### src/rtl/uart_tx_output_pkg.sv
// Shared constants for the UART transmit path: IO word width, default
// baud divisor, frame geometry and the transmitter FSM state encoding.
package uart_tx_output_pkg;

  localparam int WORD_SIZE         = 16;
  localparam int UART_CLKS_PER_BIT = 16;
  localparam int UART_FRAME_BITS   = 10;
  localparam int UART_DATA_BITS    = 8;

  localparam logic [1:0] ST_IDLE  = 2'd0;
  localparam logic [1:0] ST_START = 2'd1;
  localparam logic [1:0] ST_DATA  = 2'd2;
  localparam logic [1:0] ST_STOP  = 2'd3;

endpackage

### src/rtl/uart_tx_output_fifo.sv
// sync_fifo: small synchronous FIFO with a combinational head word.
// A push into a full FIFO is accepted only when a pop happens on the same
// edge; a pop on an empty FIFO is ignored.
module sync_fifo #(
  parameter int DEPTH = 4,
  parameter int WIDTH = 8
) (
  input  logic             clk,
  input  logic             areset,
  input  logic             push,
  input  logic             pop,
  input  logic [WIDTH-1:0] din,
  output logic [WIDTH-1:0] dout,
  output logic             full,
  output logic             empty
);

  localparam int PTR_W = $clog2(DEPTH);

  logic [WIDTH-1:0] mem [DEPTH];
  logic [PTR_W-1:0] wr_ptr;
  logic [PTR_W-1:0] rd_ptr;
  logic [PTR_W:0]   count;
  logic             do_push;
  logic             do_pop;

  assign empty   = (count == '0);
  assign full    = (count == (PTR_W+1)'(DEPTH));
  assign do_pop  = pop && !empty;
  assign do_push = push && (!full || do_pop);
  assign dout    = mem[rd_ptr];

  // Pointers wrap naturally because DEPTH is a power of two
  always_ff @(posedge clk or negedge areset) begin
    if (!areset) begin
      wr_ptr <= '0;
      rd_ptr <= '0;
      count  <= '0;
    end else begin
      if (do_push) wr_ptr <= wr_ptr + 1'b1;
      if (do_pop)  rd_ptr <= rd_ptr + 1'b1;
      if (do_push && !do_pop)      count <= count + 1'b1;
      else if (do_pop && !do_push) count <= count - 1'b1;
    end
  end

  // Storage array, written only on an accepted push
  always_ff @(posedge clk) begin
    if (do_push) mem[wr_ptr] <= din;
  end

endmodule

### src/rtl/uart_tx_output.sv
// uart_tx_output: buffers bytes written by the IO decoder and sends them
// as 8N1 frames on tx. Frames are back-to-back while words are queued.
module uart_tx_output
  import uart_tx_output_pkg::*;
#(
  parameter int CLKS_PER_BIT = UART_CLKS_PER_BIT,
  parameter int FIFO_DEPTH   = 4
) (
  input  logic                 clk,
  input  logic                 areset,
  input  logic                 out_write,
  input  logic [WORD_SIZE-1:0] io_out,
  output logic                 tx,
  output logic                 busy,
  output logic                 full,
  output logic                 overflow
);

  logic [1:0]  state;
  logic [15:0] baud_cnt;
  logic [2:0]  bit_cnt;
  logic [7:0]  shreg;
  logic [7:0]  fifo_dout;
  logic        fifo_empty;
  logic        fifo_full;
  logic        baud_done;
  logic        pop;
  logic        unused_hi_bits;

  assign unused_hi_bits = ^io_out[WORD_SIZE-1:8];

  assign baud_done = (baud_cnt == 16'(CLKS_PER_BIT - 1));
  // Pop from IDLE, or at the last STOP cycle to chain the next frame
  assign pop = !fifo_empty &&
               ((state == ST_IDLE) || ((state == ST_STOP) && baud_done));

  sync_fifo #(
    .DEPTH (FIFO_DEPTH),
    .WIDTH (8)
  ) u_fifo (
    .clk    (clk),
    .areset (areset),
    .push   (out_write),
    .pop    (pop),
    .din    (io_out[7:0]),
    .dout   (fifo_dout),
    .full   (fifo_full),
    .empty  (fifo_empty)
  );

  assign busy = (state != ST_IDLE) || !fifo_empty;
  assign full = fifo_full;

  // Frame sequencer: registered tx, baud and bit counters
  always_ff @(posedge clk or negedge areset) begin
    if (!areset) begin
      state    <= ST_IDLE;
      baud_cnt <= '0;
      bit_cnt  <= '0;
      tx       <= 1'b1;
    end else begin
      case (state)
        ST_IDLE: begin
          baud_cnt <= '0;
          if (pop) begin
            state <= ST_START;
            tx    <= 1'b0;
          end
        end
        ST_START: begin
          if (baud_done) begin
            state    <= ST_DATA;
            baud_cnt <= '0;
            bit_cnt  <= '0;
            tx       <= shreg[0];
          end else begin
            baud_cnt <= baud_cnt + 16'd1;
          end
        end
        ST_DATA: begin
          if (baud_done) begin
            baud_cnt <= '0;
            if (bit_cnt == 3'd7) begin
              state <= ST_STOP;
              tx    <= 1'b1;
            end else begin
              bit_cnt <= bit_cnt + 3'd1;
              tx      <= shreg[bit_cnt + 3'd1];
            end
          end else begin
            baud_cnt <= baud_cnt + 16'd1;
          end
        end
        ST_STOP: begin
          if (baud_done) begin
            baud_cnt <= '0;
            if (pop) begin
              state <= ST_START;
              tx    <= 1'b0;
            end else begin
              state <= ST_IDLE;
            end
          end else begin
            baud_cnt <= baud_cnt + 16'd1;
          end
        end
        default: begin
          state <= ST_IDLE;
          tx    <= 1'b1;
        end
      endcase
    end
  end

  // Shift register loads the head word whenever a frame is launched
  always_ff @(posedge clk) begin
    if (pop) shreg <= fifo_dout;
  end

  // Sticky overflow: write refused because the FIFO is full and not draining
  always_ff @(posedge clk or negedge areset) begin
    if (!areset)                                 overflow <= 1'b0;
    else if (out_write && fifo_full && !pop)     overflow <= 1'b1;
  end

endmodule
### config.mk
export PLATFORM = sky130hd
export DESIGN_NAME = uart_tx_output
export DESIGN_NICKNAME = d
export VERILOG_FILES = /design/src/rtl/uart_tx_output_pkg.sv /design/src/rtl/uart_tx_output_fifo.sv /design/src/rtl/uart_tx_output.sv
export SDC_FILE = /design/constraint.sdc
export NUM_CORES = 1
export LEC_CHECK = 0
export ABC_CLOCK_PERIOD_IN_PS = 3820
export BUFFER_PORTS_ARGS = -buffer_cell sky130_fd_sc_hd__buf_4
export CAP_MARGIN = 10
export CORE_MARGIN = 2
export CORE_UTILIZATION = 25
export DETAILED_ROUTE_END_ITERATION = 16
export SYNTH_ARGS = -nofsm -noshare
export SYNTH_HDL_FRONTEND = slang
export SYNTH_SLANG_ARGS = --single-unit
### constraint.sdc
create_clock -name clk -period 3.82 [get_ports clk]
set_clock_uncertainty 0.15 [all_clocks]
set_input_delay 0.573 -clock clk [delete_from_list [all_inputs] [get_ports clk]]
set_output_delay 0.573 -clock clk [all_outputs]
set_load 0.02 [all_outputs]
## Word level (Yosys, flattened, before mapping)

Memories as Yosys holds them, arrays and structs flattened. A register that Yosys moved wholly into a read port is not among the register bits.
Cells that the tools add are included.

| word-level totals | value |
|---|---|
| register bits after elaboration | 30 |
| RAM bits | 32 |
| input bits | 19 |
| output and inout bits | 4 |
| word-level logic and storage cells | 78 |
| memories kept | 1 |

| operators by class | value |
|---|---|
| add/sub/neg operators | 6 |
| order comparisons | 1 |
| equal/unequal tests | 12 |
| muxes and demuxes | 25 |
| reductions and logical operators | 25 |

Memories:

| name | depth | bits a word | rd ports | clocked after Yosys merged registers in | write ports | line | text |
|---|---|---|---|---|---|---|---|
| u_fifo.mem | 4 | 8 | 1 | 1 | 1 | uart_tx_output_fifo.sv:20 | `logic [WIDTH-1:0] mem [DEPTH];` |

Operators by type and width:

| operator | count |
|---|---|
| $pmux 16 s2 | 1 |
| $add 16x1->16 const B | 1 |
| $eq 16x4->1 const B | 1 |
| $mux 16 | 1 |
| $mux 3 | 5 |
| $ne 2x2->1 const B | 6 |
| $mux 2 | 5 |
| $mux 1 | 9 |
| $logic_and 1x1->1 | 8 |
| $pmux 2 s4 | 1 |
| $add 3x1->3 const B | 2 |
| $eq 3x3->1 const B | 2 |
| $pmux 3 s2 | 1 |
| $reduce_bool 2->1 | 3 |
| $logic_not 1->1 | 5 |
| $reduce_and 5->1 | 1 |
| $add 2x1->2 const B | 2 |
| $eq 2x2->1 const B | 2 |
| $lt 3x4->1 const B | 1 |
| $pmux 1 s4 | 1 |
| $reduce_and 4->1 | 1 |
| $bmux 1 s3 | 1 |
| $logic_not 3->1 | 1 |
| $logic_or 1x1->1 | 3 |
| 5 further kinds | 5 |

## Depth between registers and ports, before layout

| depth | value |
|---|---|
| depth in word-level cells | 11 |
| gate-level depth with buffers | 12 |
| depth with buffers taken out | 11 |

## Modules after synthesis

From an unflattened synthesis, not the netlist that was laid out.

| second synthesis, totals | value |
|---|---|
| cells, all modules | 226 |
| area total of the unflattened synthesis | 3224.3 µm² |

Modules (own cells, without submodules):

| module | instances | cells an instance | area an instance (µm²) | seq. area each (µm²) |
|---|---|---|---|---|
| uart_tx_output | 1 | 149 | 1632.8 | 817.0 |
| sync_fifo | 1 | 77 | 1591.5 | 1136.1 |

## Least setup slack after synthesis

OpenSTA, ideal clock, no wires.

| timing | value |
|---|---|
| path type | reg2reg |
| from | register baud_cnt[0] |
| to | register u_fifo.count[2] |
| setup time | 79 ps |
| arrival time | 2437 ps |
| data required time | 3591 ps |
| setup slack | 1154 ps |
| cell stages (with the launch flop) | 13 |
| path buffers | 1 |
| period minus slack after synthesis | 2666 ps |
| cells stage by stage | dfrtp_1 -> ha_1 -> and3_1 -> and4_1 -> buf_4 -> a21oi_2 -> nand2b_1 -> ha_1 -> inv_1 -> fa_1 -> xor2_1 -> nor2_1 -> xor2_1 |

| between the ends | value |
|---|---|
| word-level cells in the longest chain between the ends | 10 |
| elaborated cells on any way between the ends | 13 |
| those cells by class | eq/ne: 1; mux: 1; reduce/logical: 11 |

Ends and longest elaborated chain:

| element | line | text |
|---|---|---|
| start, declared | uart_tx_output.sv:20 | `logic [15:0] baud_cnt;` |
| start signal, assigned | uart_tx_output.sv:77 | `baud_cnt <= baud_cnt + 16'd1;` |
| start signal, assigned | uart_tx_output.sv:91 | `baud_cnt <= baud_cnt + 16'd1;` |
| start signal, assigned | uart_tx_output.sv:104 | `baud_cnt <= baud_cnt + 16'd1;` |
| $eq 16x4->1 * | uart_tx_output.sv:32 | `assign baud_done = (baud_cnt == 16'(CLKS_PER_BIT - 1));` |
| $logic_and 1x1->1 * | uart_tx_output.sv:35 | `((state == ST_IDLE) \|\| ((state == ST_STOP) && baud_done));` |
| $logic_or 1x1->1 * | uart_tx_output.sv:35 |  |
| $logic_and 1x1->1 * | uart_tx_output.sv:34 | `assign pop = !fifo_empty &&` |
| $logic_and 1x1->1 * | uart_tx_output_fifo.sv:29 | `assign do_pop = pop && !empty;` |
| $logic_or 1x1->1 | uart_tx_output_fifo.sv:30 | `assign do_push = push && (!full \|\| do_pop);` |
| $logic_and 1x1->1 | uart_tx_output_fifo.sv:30 |  |
| $logic_not 1->1 | uart_tx_output_fifo.sv:43 | `else if (do_pop && !do_push) count <= count - 1'b1;` |
| $logic_and 1x1->1 | uart_tx_output_fifo.sv:43 |  |
| $reduce_bool 2->1 (no source line) | - |  |
| end signal, assigned | uart_tx_output_fifo.sv:42 | `if (do_push && !do_pop) count <= count + 1'b1;` |
| end signal, assigned | uart_tx_output_fifo.sv:43 |  |
| end, declared | uart_tx_output_fifo.sv:23 | `logic [PTR_W:0] count;` |

Every way passes the cells marked *; elsewhere a longest branch is shown, timed or not.
A chain may end at the register's enable or synchronous reset.

## Worst setup path after layout

| timing | value |
|---|---|
| from | register baud_cnt[0] |
| to | register u_fifo.count[2] |

| between the ends | value |
|---|---|
| word-level cells in the longest chain between the ends | 10 |
| elaborated cells on any way between the ends | 13 |
| those cells by class | eq/ne: 1; mux: 1; reduce/logical: 11 |

Ends and longest elaborated chain:

| element | line | text |
|---|---|---|
| $eq 16x4->1 * | uart_tx_output.sv:32 |  |
| $logic_and 1x1->1 * | uart_tx_output.sv:35 |  |
| $logic_or 1x1->1 * | uart_tx_output.sv:35 |  |
| $logic_and 1x1->1 * | uart_tx_output.sv:34 |  |
| $logic_and 1x1->1 * | uart_tx_output_fifo.sv:29 |  |
| $logic_or 1x1->1 * | uart_tx_output_fifo.sv:30 |  |
| $logic_and 1x1->1 * | uart_tx_output_fifo.sv:30 |  |
| named net u_fifo.do_push | uart_tx_output_fifo.sv:24 | `logic do_push;` |
| $logic_not 1->1 | uart_tx_output_fifo.sv:43 |  |
| $logic_and 1x1->1 | uart_tx_output_fifo.sv:43 |  |
| $reduce_bool 2->1 (no source line) | - |  |

Mark *: on every way through the listed nets, which the timed path passes. The rest lies on a longest branch.

==> results.md <==
* Post-CTS resize count at 0
* Number of sinks on the clock net at 70
* Final hold vios at 0
* Post-CTS setup buffer count at 0
* Gr usage total at 8.76%
* R2R Path Start: baud_cnt[0]
* Launching element type of the critical path: register
* Netlist Area Pre-Place at 3270 µm²
* Htree depth at 3
* Status: complete, no violations
* Initial DRC Count at 153
* Met2 usage at 14.1%
* Mapped Cells at 243
* TNS Setup at 0 ns
* Initial Util at 25.7%
* Share of layout cells above drive strength 1 at 19.3%
* Die Ht at 118 µm
* Compound-cell area share of the yosys netlist at 7.72%
* Synth Register Bits at 70
* Number of synthesized flops with an enable pin at 40
* Number of global-route vias before repair at 1985
* Min cycle time layout at 2.87 ns
* Clock-pin slew on the worst setup and hold paths at 0.06 ns
* Reg area at 1950 µm²
* Adder-cell area share of the yosys netlist at 5.20%
* Clock Latency Late Sink at 0.33 ns
* GRT overflow at 0
* Yosys cell types at 47
* Io pins at 23
* CP Cell Sequence: ha_1, and3_1, nand4_1, buf_4, o211a_1, nor2b_1, ha_1, inv_1, fa_1, xor2_1, nor2_1, xor2_1
* Lkg Pwr at 1.47 nW
* Port Buffers at 14
* Top-count cell post-synth: edfxtp_1
* TritonCTS buffer count at 9
* DPL Wire Length at 3900 µm
* Critical path origin: baud_cnt[0]
* Clk buf depth at 2
* CTS tree: yes
* Hold Path Class: primary input to async pin
* Pwr/cell area at 728 nW/µm²
* Drt first pass iters at 4
* Grt peak-use layer: met2
* Pre-CTS setup slack at 0.955 ns
* DR vias/cell at 4.48
* Via count at 1975
* Synthesis-to-layout area growth at 19.4%
* CP Capture Type: register
* Slowest stage delay, CP at 0.39 ns
* Inserted Diodes at 0
* Largest net degree at the start of global routing at 31
* Die width at 118 µm
* DIE AREA at 14000 µm²
* Worst EP required at 3.92 ns
* Relative slew slack at 47.2%
* Crit path arrival time at 2.97 ns
* Worst Path Class, Setup: register to register
* Top FF cell, synth: edfxtp_1
* Post-synthesis sequential area ratio at 59.7%
* Max Clk Rate at 349 MHz
* WL final at 5650 µm
* First-pass GRT wire length at 9580 µm
* Top delay family on crit path: adder cells
* Fill count at 1290
* XOR/XNOR Fraction of Synth Area at 4.55%
* Leading area contributor after synthesis: edfxtp_1
* Synth Area in Simple Gates at 12.7%
* Initial antenna violation count at 0
* DRC at 0
* Final net count at 296
* Synth top area cells: edfxtp_1, dfrtp_1, mux4_2
* Commonest cells in the synthesized netlist: edfxtp_1, dfrtp_1, nor2_1, nand2_1, xnor2_1
* Slew Viols, Final at 0
* Unrepaired setup endpoints after global routing: false
* Post-synth net total at 275
* CORE AREA at 12700 µm²
* Root Driver: clkbuf_16
* Fin crit share at 75.1%
* Syn avg cell area at 13.5 µm²
* Grt met1 use at 10.6%
* Pin slew with the least headroom to its limit at 0.790 ns
* Rows at 41
* Largest family of logic cells by synthesized area: simple AND/OR/NAND/NOR gates
* Critical-path top delay cell: dfrtp_1
* CTS Hold Buffers Added at 0
* Final worst slack at 0.952 ns
* Routed Antenna Nets at 0
* Multi-input gate area at 1240 µm²
* Warnings from Yosys at 0
* Final GP Congestion at 0.781
* Max-cap viol count at 0
* Maximum VDD drop at 0.000215 V
* Wirelength per Cell at 12.8 µm
* Met3 GRT Util at 2.56%
* Mux share of post-synthesis cell area at 7.80%
* Final setup vio count at 0
* Buf/Inv on CP at 2
* Max FO, Critical Path at 13
* Async set-reset flop share out of synthesis at 42.9%
* Synth top area share at 36.7%
[metrics by stage]
step / instances / area [µm²] / hold slack (ns) / utilization [%] / power [mW]
2_1_floorplan: 243 / 3270 / 0.127 / - / 1.75
3_3_place_gp: 425 / 3580 / 0.321 / 28.1 / 1.94
3_5_place_dp: 425 / 3580 / 0.302 / 28.1 / 1.96
4_1_cts: 441 / 3910 / 0.0295 / 30.7 / 2.88
5_1_grt: 441 / 3910 / 0.0482 / 30.7 / 3.03
6_report: 441 / 3910 / 0.0199 / 30.7 / 2.84
[final cells by class]
type | instances | share of cell area [%]
Multi-Input combinational cell | 155 | 31.8
Sequential cell | 70 | 50.0
Timing Repair Buffer | 16 | 3.07
Tap cell | 172 | 5.51
Clock buffer | 9 | 5.77
Inverter | 12 | 1.15
Clock inverter | 7 | 2.66
[state kept, by name, summed over array words and instances (netlist names), 2 cells and up]
signal,flops
u_fifo.wr_ptr,2
baud_cnt,16
shreg,8
u_fifo.count,3
u_fifo.mem,32
state,2
u_fifo.rd_ptr,2
bit_cnt,3
[layout by cell type (no fill, tap or decap), types with 2 or more instances in the layout]
cell,count
edfxtp_1,40
dfrtp_1,29
nor2_1,24
buf_4,16
nand2_1,15
xnor2_1,13
inv_1,12
ha_1,12
nand3_1,10
clkbuf_16,9
mux4_2,8
nand2b_1,6
nor3_1,6
o211ai_1,6
nand4_1,4
nor4_1,4
xor2_1,4
o21ai_0,4
nor4_2,3
nor2b_1,3
inv_6,3
and3_1,2
o211a_1,2
a22o_1,2
a21oi_1,2
mux4_1,2
mux2_2,2
a211oi_1,2
o2111ai_1,2
clkinv_4,2
bufinv_16,2
[worst paths after layout]
path,endpoint,slack (ns),depth (start not counted)
max in group asynchronous,tx,3.18,1
setup reg to reg,u_fifo.count[2],0.95,12
hold / removal,u_fifo.count[2],0.02,1
hold reg to reg,overflow,0.31,1
min in group clk,u_fifo.mem[2][0],0.29,1
setup / recovery,u_fifo.count[2],0.95,12
[report_power, final]
group          internal [mW]  switching [mW]
Combinational          0.345           0.412
Sequential              1.03           0.148
Clock                  0.580           0.328
[routing by layer]
layer / wire length (µm) / share of wire, % / vias up
li1: - / - / 953
met1: 2630 / 47 / 994
met2: 2810 / 50 / 24
met3: 143 / 2.5 / 4
met4: 65 / 1.2 / 0
met5: 0 / 0 / -
[kinds of logic (layout without fill, tap and decap cells)]
logic type,after synthesis,after routing
AO/OA/AOI/OAI,32,32
XOR/XNOR,17,17
adder cells (fa/ha/maj),13,13
buffers and inverters,18,44
flip-flops,70,70
multiplexers,12,12
AND/OR/NAND/NOR,81,81
No activity file was read; power rests on OpenSTA's default activity.
